**src/rtl/axis_sat_packer.sv**
```systemverilog
// Shift, saturate and pack two signed samples per 32-bit AXIS word.
// Optional clip counter port sat_count when SAT_COUNT_EN is defined.
module axis_sat_packer #(
  parameter int C_S00_AXIS_TDATA_WIDTH = 32,
  parameter int C_M00_AXIS_TDATA_WIDTH = 32,
  parameter int OUT_W                  = 16,
  parameter int SHIFT                  = 0
) (
  input  logic                                s00_axis_aclk,
  input  logic                                s00_axis_aresetn,
  input  logic [C_S00_AXIS_TDATA_WIDTH-1:0]   s00_axis_tdata,
  input  logic [C_S00_AXIS_TDATA_WIDTH/8-1:0] s00_axis_tstrb,
  input  logic                                s00_axis_tvalid,
  input  logic                                s00_axis_tlast,
  output logic                                s00_axis_tready,
  input  logic                                m00_axis_tready,
  output logic                                m00_axis_tvalid,
  output logic                                m00_axis_tlast,
  output logic [C_M00_AXIS_TDATA_WIDTH-1:0]   m00_axis_tdata,
`ifdef SAT_COUNT_EN
  output logic [15:0]                         sat_count,
`endif
  output logic [C_M00_AXIS_TDATA_WIDTH/8-1:0] m00_axis_tstrb
);

  localparam int DW = C_S00_AXIS_TDATA_WIDTH;
  localparam int MW = C_M00_AXIS_TDATA_WIDTH;
  localparam int SW = MW / 8;

  localparam logic signed [DW-1:0] MAXV =
    DW'((2 ** (OUT_W - 1)) - 1);
  localparam logic signed [DW-1:0] MINV =
    -MAXV - 1;

  localparam logic [SW-1:0] STRB_LO =
    SW'((1 << (OUT_W / 8)) - 1);
  localparam logic [SW-1:0] STRB_ALL = '1;

  localparam logic ST_LO = 1'b0;
  localparam logic ST_HI = 1'b1;

  logic                   r_state;
  logic [OUT_W-1:0]       r_lo;
  logic                   r_tvalid;
  logic                   r_tlast;
  logic [MW-1:0]          r_tdata;
  logic [SW-1:0]          r_tstrb;

  logic signed [DW-1:0]   w_shifted;
  logic [OUT_W-1:0]       w_sample;
  logic                   w_clipped;
  logic                   w_accept;
  logic                   w_load;
  logic [MW-1:0]          w_word;
  logic [SW-1:0]          w_strb;
  logic                   w_unused_tstrb;

  assign w_unused_tstrb = ^s00_axis_tstrb;

  assign s00_axis_tready = s00_axis_aresetn &&
                           (!r_tvalid || m00_axis_tready);

  assign w_accept = s00_axis_tvalid && s00_axis_tready;
  assign w_load   = w_accept &&
                    (r_state == ST_HI || s00_axis_tlast);

  assign w_shifted = $signed(s00_axis_tdata) >>> SHIFT;

  // Clip the shifted sample into the signed OUT_W range
  always_comb begin
    w_sample  = w_shifted[OUT_W-1:0];
    w_clipped = 1'b0;
    unique case (1'b1)
      (w_shifted > MAXV): begin
        w_sample  = MAXV[OUT_W-1:0];
        w_clipped = 1'b1;
      end
      (w_shifted < MINV): begin
        w_sample  = MINV[OUT_W-1:0];
        w_clipped = 1'b1;
      end
      default: ;
    endcase
  end

  // Build the word to load: a full pair, or a padded odd tail
  always_comb begin
    w_word = '0;
    w_strb = STRB_LO;
    if (r_state == ST_HI) begin
      w_word = {w_sample, r_lo};
      w_strb = STRB_ALL;
    end else begin
      w_word[OUT_W-1:0] = w_sample;
    end
  end

  // Pair-position state and held low-half sample
  always_ff @(posedge s00_axis_aclk or negedge s00_axis_aresetn) begin
    if (!s00_axis_aresetn) begin
      r_state <= ST_LO;
      r_lo    <= '0;
    end else if (w_accept) begin
      if (r_state == ST_LO && !s00_axis_tlast) begin
        r_lo    <= w_sample;
        r_state <= ST_HI;
      end else begin
        r_state <= ST_LO;
      end
    end
  end

  // Registered output slot; holds steady under backpressure
  always_ff @(posedge s00_axis_aclk or negedge s00_axis_aresetn) begin
    if (!s00_axis_aresetn) begin
      r_tvalid <= 1'b0;
      r_tlast  <= 1'b0;
      r_tdata  <= '0;
      r_tstrb  <= '0;
    end else if (w_load) begin
      r_tvalid <= 1'b1;
      r_tlast  <= s00_axis_tlast;
      r_tdata  <= w_word;
      r_tstrb  <= w_strb;
    end else if (m00_axis_tready) begin
      r_tvalid <= 1'b0;
    end
  end

  assign m00_axis_tvalid = r_tvalid;
  assign m00_axis_tlast  = r_tlast;
  assign m00_axis_tdata  = r_tdata;
  assign m00_axis_tstrb  = r_tstrb;

`ifdef SAT_COUNT_EN
  logic [15:0] r_sat_cnt;

  // Count clipped accepted samples, sticking at all-ones
  always_ff @(posedge s00_axis_aclk or negedge s00_axis_aresetn) begin
    if (!s00_axis_aresetn) begin
      r_sat_cnt <= '0;
    end else if (w_accept && w_clipped &&
                 r_sat_cnt != 16'hFFFF) begin
      r_sat_cnt <= r_sat_cnt + 16'd1;
    end
  end

  assign sat_count = r_sat_cnt;
`else
  logic w_unused_clip;
  assign w_unused_clip = w_clipped;
`endif

endmodule

```
**config.mk**
```make
export PLATFORM = sky130hd
export DESIGN_NAME = axis_sat_packer
export DESIGN_NICKNAME = d
export VERILOG_FILES = /design/src/rtl/axis_sat_packer.sv
export SDC_FILE = /design/constraint.sdc
export NUM_CORES = 1
export LEC_CHECK = 0
export CORE_MARGIN = 3
export CORE_UTILIZATION = 30
export CTS_CLUSTER_DIAMETER = 100
export DETAILED_ROUTE_END_ITERATION = 6
export PLACE_DENSITY = 0.55
export SLEW_MARGIN = 20
export SYNTH_ARGS = -nofsm -noshare
export SYNTH_HDL_FRONTEND = slang
export SYNTH_SLANG_ARGS = --single-unit
```
**constraint.sdc**
```tcl
create_clock -name s00_axis_aclk -period 1.8 [get_ports s00_axis_aclk]
set_input_delay 0.18 -clock s00_axis_aclk [delete_from_list [all_inputs] [get_ports s00_axis_aclk]]
set_output_delay 0.18 -clock s00_axis_aclk [all_outputs]
set_load 0.01 [all_outputs]
```
-- After elaboration in Yosys (flattened, before gate mapping)
Index checks and enable logic that the tools add are counted.
- word-level logic and storage cells: 26
- bits of input ports: 41
- flip-flop bits (word level): 55
- output and inout bits: 39
- reduce and logical (&&, ||, !) cells: 10
- multiplexer cells: 7
- $lt $le $gt $ge: 2
- bitwise operators: 1
- operator list (operator ; number):
    $gt 32x16->1 const B ; 1
    $lt 32x16->1 const B ; 1
    $mux 16 ; 2
    $pmux 16 s2 ; 1
    $logic_and 1x1->1 ; 4
    $mux 4 ; 1
    $mux 1 ; 3
    $logic_not 1->1 ; 2
    $logic_or 1x1->1 ; 2
    $reduce_and 2->1 ; 1
    $reduce_bool 2->1 ; 1
    $not 1->1 ; 1

-- Longest topological paths before layout
Gate-level depths: netlist of run 1.
- depth after elaboration: 6
- depth in mapped cells: 6
- gate-level depth less buffers: 4

-- Least setup slack after synthesis of run 1
Ideal clock, no wire load.
- path kind: register -> register
- start point: register r_tvalid, in the netlist m00_axis_tvalid
- end point: register r_tdata[19], in the netlist m00_axis_tdata[19]
- buffers on the path: 1
- library setup time: 126 ps
- arrival time: 1543 ps
- cell stages (with the launch flop): 6
- period minus slack after synthesis: 1669 ps
- slack: 131 ps
- required time: 1674 ps
- cell sequence: dfrtp_1 -> nor2b_2 -> nor2_2 -> o21ai_1 -> clkbuf_1 -> a221o_1
- cells in the longest elaborated chain, start to end: 5
- RTL lines (item ; RTL line ; text):
    from (decl) ; 44 ; logic r_tvalid;
    from (signal assigned) ; 116 ; r_tvalid <= 1'b0;
    from (signal assigned) ; 121 ; r_tvalid <= 1'b1;
    from (signal assigned) ; 126 ; r_tvalid <= 1'b0;
    $logic_not 1->1 ; 61 ; (!r_tvalid || m00_axis_tready);
    $logic_or 1x1->1 ; 61 ;
    $logic_and 1x1->1 ; 60 ; assign s00_axis_tready = s00_axis_aresetn &&
    $logic_and 1x1->1 ; 63 ; assign w_accept = s00_axis_tvalid && s00_axis_tready;
    $logic_and 1x1->1 ; 64 ; assign w_load = w_accept &&
    to (signal assigned) ; 123 ; r_tdata <= w_word;
    to (decl) ; 46 ; logic [MW-1:0] r_tdata;
Every way passes these cells.
A chain may end at the register's enable or synchronous reset.

-- Final worst setup path of run 1
- start point: input s00_axis_tdata[26]
- end point: register r_tdata[27], in the netlist m00_axis_tdata[27]
- cells in the longest elaborated chain, start to end: 3
- elaborated cells between the ends (all ways): 4
- classes of those cells: order compare (2); mux (2)
- RTL lines (item ; RTL line ; text):
    from (decl) ; 11 ; input logic [C_S00_AXIS_TDATA_WIDTH-1:0] s00_axis_tdata,
    $lt 32x16->1 / $gt 32x16->1 (equally long branches) ; 78, 74 ;
    $pmux 16 s2 (*) ; 73 ; unique case (1'b1)
    $mux 16 (*) ; 90 ; if (r_state == ST_HI) begin
Mark *: on every way between the ends. The rest lies on a longest branch, timed or not.

==> results of run 1 <==
## power by group through the flow
stage / Clock, mW / Sequential (mW) / Combinational (mW)
final: 0.680 / 1.75 / 1.34
after detailed placement: 0 / 1.77 / 1.35
after floorplan: 0 / 1.83 / 0.509
after CTS: 0.708 / 1.75 / 1.36
after global routing: 0.765 / 1.79 / 1.46
after global placement: 0 / 1.77 / 1.34
## flip-flops by register name, summed over array words and instances (netlist names)
| register | flops |
|---|---|
| m00_axis_tstrb | 2 |
| m00_axis_tvalid | 1 |
| r_lo | 16 |
| m00_axis_tlast | 1 |
| r_state | 1 |
| m00_axis_tdata | 32 |
## final timing paths
path	from	to	slack, ps	cells after the start
worst max-delay path	s00_axis_tdata[26]	m00_axis_tdata[27]	130	6
worst min-delay path	s00_axis_aresetn	m00_axis_tdata[5]	20	2
worst max register to register	m00_axis_tvalid	m00_axis_tdata[27]	130	5
worst min register to register	m00_axis_tdata[31]	m00_axis_tdata[31]	510	1
max in group asynchronous	s00_axis_aresetn	m00_axis_tdata[20]	1080	3
min in group s00_axis_aclk	s00_axis_aresetn	r_state	440	5
## worst max-delay path: stages
cell,delay [ps]
clkdlybuf4s50_1,430
nor4_1,290
buf_4,160
nand4_1,100
and4b_2,380
a221o_2,330
## kinds of logic after synthesis
logic type | after synthesis | synth area share, %
DFF | 53 | 55.5
AOI/OAI and AO/OA | 53 | 20.1
muxes | 2 | 0.890
buffers and inverters | 17 | 4.71
and+or+nand+nor | 87 | 18.8
## final cells by class
| cell class | instances | area, µm² | area share, % |
|---|---|---|---|
| flip-flops and latches | 53 | 1330 | 37.7 |
| clock buffers | 5 | 68.8 | 1.96 |
| well taps | 99 | 124 | 3.52 |
| multi-input cells | 142 | 963 | 27.4 |
| repair buffers | 100 | 1010 | 28.8 |
| clock inverters | 3 | 21.3 | 0.605 |
## what timing repair did
action,4_1_cts,5_1_grt
hold buffers,1,0
endpoints found under the hold margin,8,0
gates resized for setup,0,2
endpoints found under the setup margin,0,22
## cell usage in the layout (no fill, tap or decap), types with 2 or more instances in the layout
cell type	n
a21oi_1	16
nand4_1	4
buf_4	18
dfrtp_1	53
nor2_1	32
clkdlybuf4s50_1	74
nor2b_1	15
nor4_1	3
a22o_1	2
a221oi_1	9
nand2b_1	2
a221oi_2	6
nand2_1	19
a221o_1	10
buf_12	6
clkbuf_8	5
a221o_2	5
## cell usage after synthesis, types with 2 or more instances
cell type / number / area share, %
a21oi_1: 16 / 3.4
a221o_1: 10 / 4.2
a221o_2: 5 / 2.4
a221oi_1: 9 / 3.3
a221oi_2: 6 / 3.8
a22o_1: 2 / 0.73
buf_2: 5 / 1.0
buf_4: 3 / 0.94
buf_6: 2 / 0.94
clkbuf_1: 6 / 0.94
dfrtp_1: 53 / 55
nand2_1: 19 / 3.0
nand2b_1: 2 / 0.52
nand4_1: 4 / 1.0
nor2_1: 32 / 5.0
nor2b_1: 15 / 3.9
nor4_1: 4 / 1.0
## through the flow
| step | worst slack [ps] | setup TNS [ps] |
|---|---|---|
| after floorplan | 131 | 0 |
| after global placement | -249 | -7500 |
| after detailed placement | -257 | -7370 |
| after CTS | 71.4 | 0 |
| after global routing | 21.0 | 0 |
| final | 126 | 0 |
## routing by layer
| metal | vias to the layer above | wire length [µm] | GRT usage (%) |
|---|---|---|---|
| met1 | 970 | 3100 | 21.8 |
| met3 | 5 | 390 | 2.92 |
| li1 | 961 | - | - |
| met2 | 55 | 2870 | 21.0 |
| met4 | 0 | 72 | 4.33 |
| met5 | - | 0 | 0 |
==> results.py, run 1 <==
metrics = {
    "run_status": {
        "outcome": "complete, no violations",
    },
    "timing": {
        "achievable-frequency_mhz": 597,
        "grt_setup_unrepaired": "no",
        "timing_max_transition_violations_final": 0,
        "period_needed_ps": 1670,
        "tightestPinTransition_ps": 574,
        "finalCritPeriodShare_pct": 93.0,
        "timing.final.setup_violations": 0,
        "timing.hold.ws_ps": 19.7,
        "clock_skew_ps": 11.9,
        "hold_viol": 0,
        "slew_headroom_pct": 61.7,
    },
    "synthesis": {
        "yosys_warnings": 0,
        "yosys.cell_types.count": 36,
        "synth_ff_type": "dfrtp_1",
        "yosys_register_bits": 53,
        "synth_enable_flop_cells": 0,
        "synth_seq_area_share_pct": 55.5,
        "cell_area_after_synthesis_um2": 2390,
        "synth_nets": 253,
        "ys_async_sr_fraction_pct": 100,
        "syn-mean-instance-area_um2": 11.3,
        "syn_inst": 212,
    },
    "drt": {
        "detail_route.drc_violations": 0,
        "drt_first_iter_violations": 122,
        "ant_nets": 0,
        "detail_route.wl_per_cell_um": 16.0,
        "wl_um": 6430,
        "routed_via_density": 4.95,
        "num_vias": 1991,
        "drt-pass1-iter-count": 4,
    },
    "final_layout": {
        "n_antenna_cell": 0,
        "final_cells": 402,
        "final_cell_area_um2": 3510,
        "final_core_util_pct": 46.9,
        "layout-area-overhead-vs-synth_pct": 47.1,
        "nNetsFinal": 343,
        "fillerInstances": 715,
        "post_route_cells_drive_above_1_share_pct": 18.2,
    },
    "power": {
        "p_int_mw": 2.62,
        "comb_power_share_pct": 35.6,
        "power_switching_share_pct": 30.4,
        "reg_power_share_pct": 46.3,
        "total_switching_power_mw": 1.15,
        "clock_power_share_pct": 18.1,
        "worst_ir_drop_vdd_mv": 0.468,
        "static_leakage_power_nw": 1.42,
        "post-layout-total-power_mw": 3.77,
        "power_per_cell_area_nw_per_um2": 1070,
    },
    "clocking": {
        "clkSinkCount": 53,
        "h-tree-depth": 2,
        "path_clk_slew_ps": 100,
        "cts_made_buffers": 5,
        "post-cts-setup-buffers": 0,
        "clk_root_buffer_cell": "clkbuf_8",
        "tritoncts": "built",
        "worst_skew_pair.late_latency_ps": 310,
        "maximum_root_to_sink_buffer_count": 2,
    },
    "worst_setup_path": {
        "critPathKind": "input pin to flop",
        "cp-start-kind": "input pin",
        "cp.required_ps": 2000,
        "cp.arrival_ps": 1870,
        "top_fanout_value_on_the_critical_path": 15,
        "timing.critical_path.to_type": "flop",
    },
    "grt": {
        "global_route_usage_over_all_layers_pct": 14.5,
        "first_global_vias": 1903,
        "grt.overflow.total": 0,
        "antenna_found_initial": 0,
        "grt_first_pass_wirelength_um": 10100,
        "grt_start_max_net_pins": 46,
    },
    "placement": {
        "numPlacedInstances": 393,
        "dp_hpwl_um": 4760,
        "placement.io_buffers": 75,
        "routabilityCongestion": 0.729,
        "dpl_cell_area_um2": 3410,
    },
    "die": {
        "initial_standard_cell_utilization_of_the_core_pct": 31.9,
        "die_width_um": 95.3,
        "rows": 31,
        "core_um2": 7490,
        "die_y_um": 95.3,
        "design.portCount": 80,
        "die_area_um2": 9070,
    },
    "worst_hold_path": {
        "worst_hold_path_type": "input pin to async pin",
    },
    "job": {
        "cap_viol_max_count": 0,
    },
}
(Power assumes the default switching activity.)
==> run 2: changes to the inputs <==
- CTS_CLUSTER_SIZE: default -> 28
==> results of run 2 <==
Final layout, timing and power as in run 1 (identical DEF).
==> run 3: changes to the inputs <==
- GPL_ROUTABILITY_DRIVEN: default -> 0
==> results of run 3 <==
Final layout, timing and power as in run 1 (identical DEF).
==> RTL change (flow settings as in run 3) <==
The option `SAT_COUNT_EN` is turned on by a define.
--- a/src/rtl/axis_sat_packer.sv
+++ b/src/rtl/axis_sat_packer.sv
@@ -1,5 +1,7 @@
 // Shift, saturate and pack two signed samples per 32-bit AXIS word.
 // Optional clip counter port sat_count when SAT_COUNT_EN is defined.
+`define SAT_COUNT_EN
+
 module axis_sat_packer #(
   parameter int C_S00_AXIS_TDATA_WIDTH = 32,
   parameter int C_M00_AXIS_TDATA_WIDTH = 32,
Behaviour (old outputs only; new: sat_count): unchanged (Yosys induction, for registers that start in step).
==> RTL change against run 3 <==
Worst setup slack gained 0.023 ns; die area grew 29%; combinational power grew 19%; wire length grew 26%; cell count grew 37%; final area grew 30%; total power grew 39%; synthesized cell count grew 41%; sequential cell count grew 16; synthesized area grew 31%; clock skew shrank 0.0019 ns; non-clock buffer count grew 18; clock power grew 110%; core utilization shrank 0.98 points; critical endpoint is now sat_count[1]; largest cell class unchanged; highest routed layer unchanged.
==> RTL change: results (changes against run 3) <==
metric	value	unit	change
post_cts_buffers	0		unchanged
layout-drive-gt1-share	0.175		was 0.182
placed_cell_area	4340	um^2	was 3410 um^2
worst_clock_skew	0.00994	ns	was 0.0119 ns
port_buffers	91		was 75
post_drt_wl_per_cell	14.7	um	was 16.0 um
cp_data_arrival_time	1.88	ns	
yosysUniqueCellTypes	37		was 36
grt_start_max_net_pins	57		was 46
ys_seq_area_frac	0.551		was 0.555
synth_common_cells	dfrtp_1, nand2_1, nand3_1		was dfrtp_1, nor2_1, nand2_1
cts_buffers	9		was 5
syn_nets	341		was 253
r2r_cells	6		was 5
drt-met1-wl	3810	um	was 3100 um
viasPerCell	4.81		was 4.95
max_stage_delay	0.41	ns	was 0.43 ns
ys.warnings.count	0		unchanged
cts_root_buffer	clkbuf_8		unchanged
grt_pass1_wl	13400	um	was 10,100 um
dpl.hpwl	5900	um	was 4760 um
crit_path_start	sat_count[1]		was s00_axis_tdata[26]
status	finished, final reports clean		unchanged
clk_pin_slew_worst_paths	0.08	ns	was 0.10 ns
largest_register_ffs	32		unchanged
synth_area_leaders	dfrtp_1, nand2_1, nand3_1, o211ai_2, xnor2_1		was dfrtp_1, nor2_1, a221o_1, nor2b_1, a221oi_2
clockBufferDepth	2		unchanged
ir_drop	0.439	mV	was 0.468 mV
slew_headroom	0.523		was 0.617
critPathSlowestCell	dfrtp_1		was clkdlybuf4s50_1
synth_compound_area_frac	0.159		was 0.201
n_fill_cell	969		was 715
path_max_fanout	4		was 15
antenna_found_initial	0		unchanged
path_delay_family	simple AND/OR/NAND/NOR gates		unchanged
wl_met3	641	um	was 390 um
synthArstFlopShare	1.00		unchanged
layout.nets	453		was 343
htreeDepth	3		was 2
drc	0		unchanged
firstDrtPassIters	4		unchanged
drt-initial-drc-count	86		was 122
synth_xor_area_frac	0.0363		was 0
wl_met2	3500	um	was 2870 um
leakage	0.00192	uW	was 0.00142 uW
top_layer	met4		unchanged
r2r_slack	0.15	ns	was 0.13 ns
synth.area.mux_share	0.0176		was 0.00890
globalRouteTotalUtil	0.147		was 0.145
clock_latency	0.34	ns	was 0.31 ns
crit_end	sat_count[1]		was m00_axis_tdata[27]
hold_path.class	in -> async		unchanged
grt_pass1_vias	2686		was 1,903
yosys.area_share.adder	0.00399		was 0
antennaDiodeCount	0		unchanged
## RTL change: final cells by class
cell class / instances / area (um^2) / area share
Sequential cell: 69 / 1730 / 0.377
Multi-Input combinational cell: 212 / 1290 / 0.283
Timing Repair Buffer: 118 / 1160 / 0.254
Tap cell: 133 / 166 / 0.0364
Clock buffer: 9 / 124 / 0.0271
Clock inverter: 7 / 98.8 / 0.0216
Inverter: 1 / 3.75 / 0.000820
## RTL change: where the power goes
group / switching (uW) / internal, uW
clock network: 636 / 787
logic: 695 / 905
registers: 261 / 1950
## RTL change: cell families after synthesis
logic type      after synthesis
compound gates               67
buf+inv                      18
flops                        69
xor+xnor                     13
simple gates                126
mux                           5
fa+ha+maj                     1
## RTL change: worst min-delay path by stage
stage | slack [ns] | to | start
final | 0.37 | m00_axis_tdata[17] | s00_axis_aresetn
after floorplan | -0.12 | m00_axis_tdata[0] | s00_axis_aresetn
after global routing | 0.39 | m00_axis_tdata[2] | s00_axis_aresetn
after detailed placement | 0.19 | m00_axis_tdata[31] | s00_axis_aresetn
after CTS | 0.37 | m00_axis_tdata[1] | s00_axis_aresetn
after global placement | 0.19 | m00_axis_tdata[31] | s00_axis_aresetn
## RTL change: routing by layer
layer	vias up	GRT usage
li1	1291	-
met1	1247	0.198
met2	91	0.225
met3	12	0.0424
met4	0	0.0514
met5	-	0
## RTL change: worst reg2reg max path, stage by stage, from the launching register on
cell and delay, ns:
dfrtp_1 0.41, ha_1 0.24, nand3_1 0.17, nor3_4 0.22
nand2_2 0.09, nand2_1 0.10, mux2_1 0.32
## RTL change: repair_timing
item / CTS / global route
pin swaps: 0 / 1
endpoints found under the hold margin: 13 / 0
hold buffers: 1 / 0
gates resized for setup: 1 / 1
setup endpoints to repair: 1 / 6
## RTL change: through the flow
step           cells  total power [uW]  setup TNS [ns]  hold WS [ns]  worst slack (ns)
2_1_floorplan    299              2910               0        -0.116             0.112
3_3_place_gp     532              3830           -3.37         0.190            -0.134
3_5_place_dp     532              3870           -5.69         0.194            -0.184
4_1_cts          549              5320               0         0.368            0.0632
5_1_grt          549              5570               0         0.388            0.0206
6_report         549              5240               0         0.370             0.149
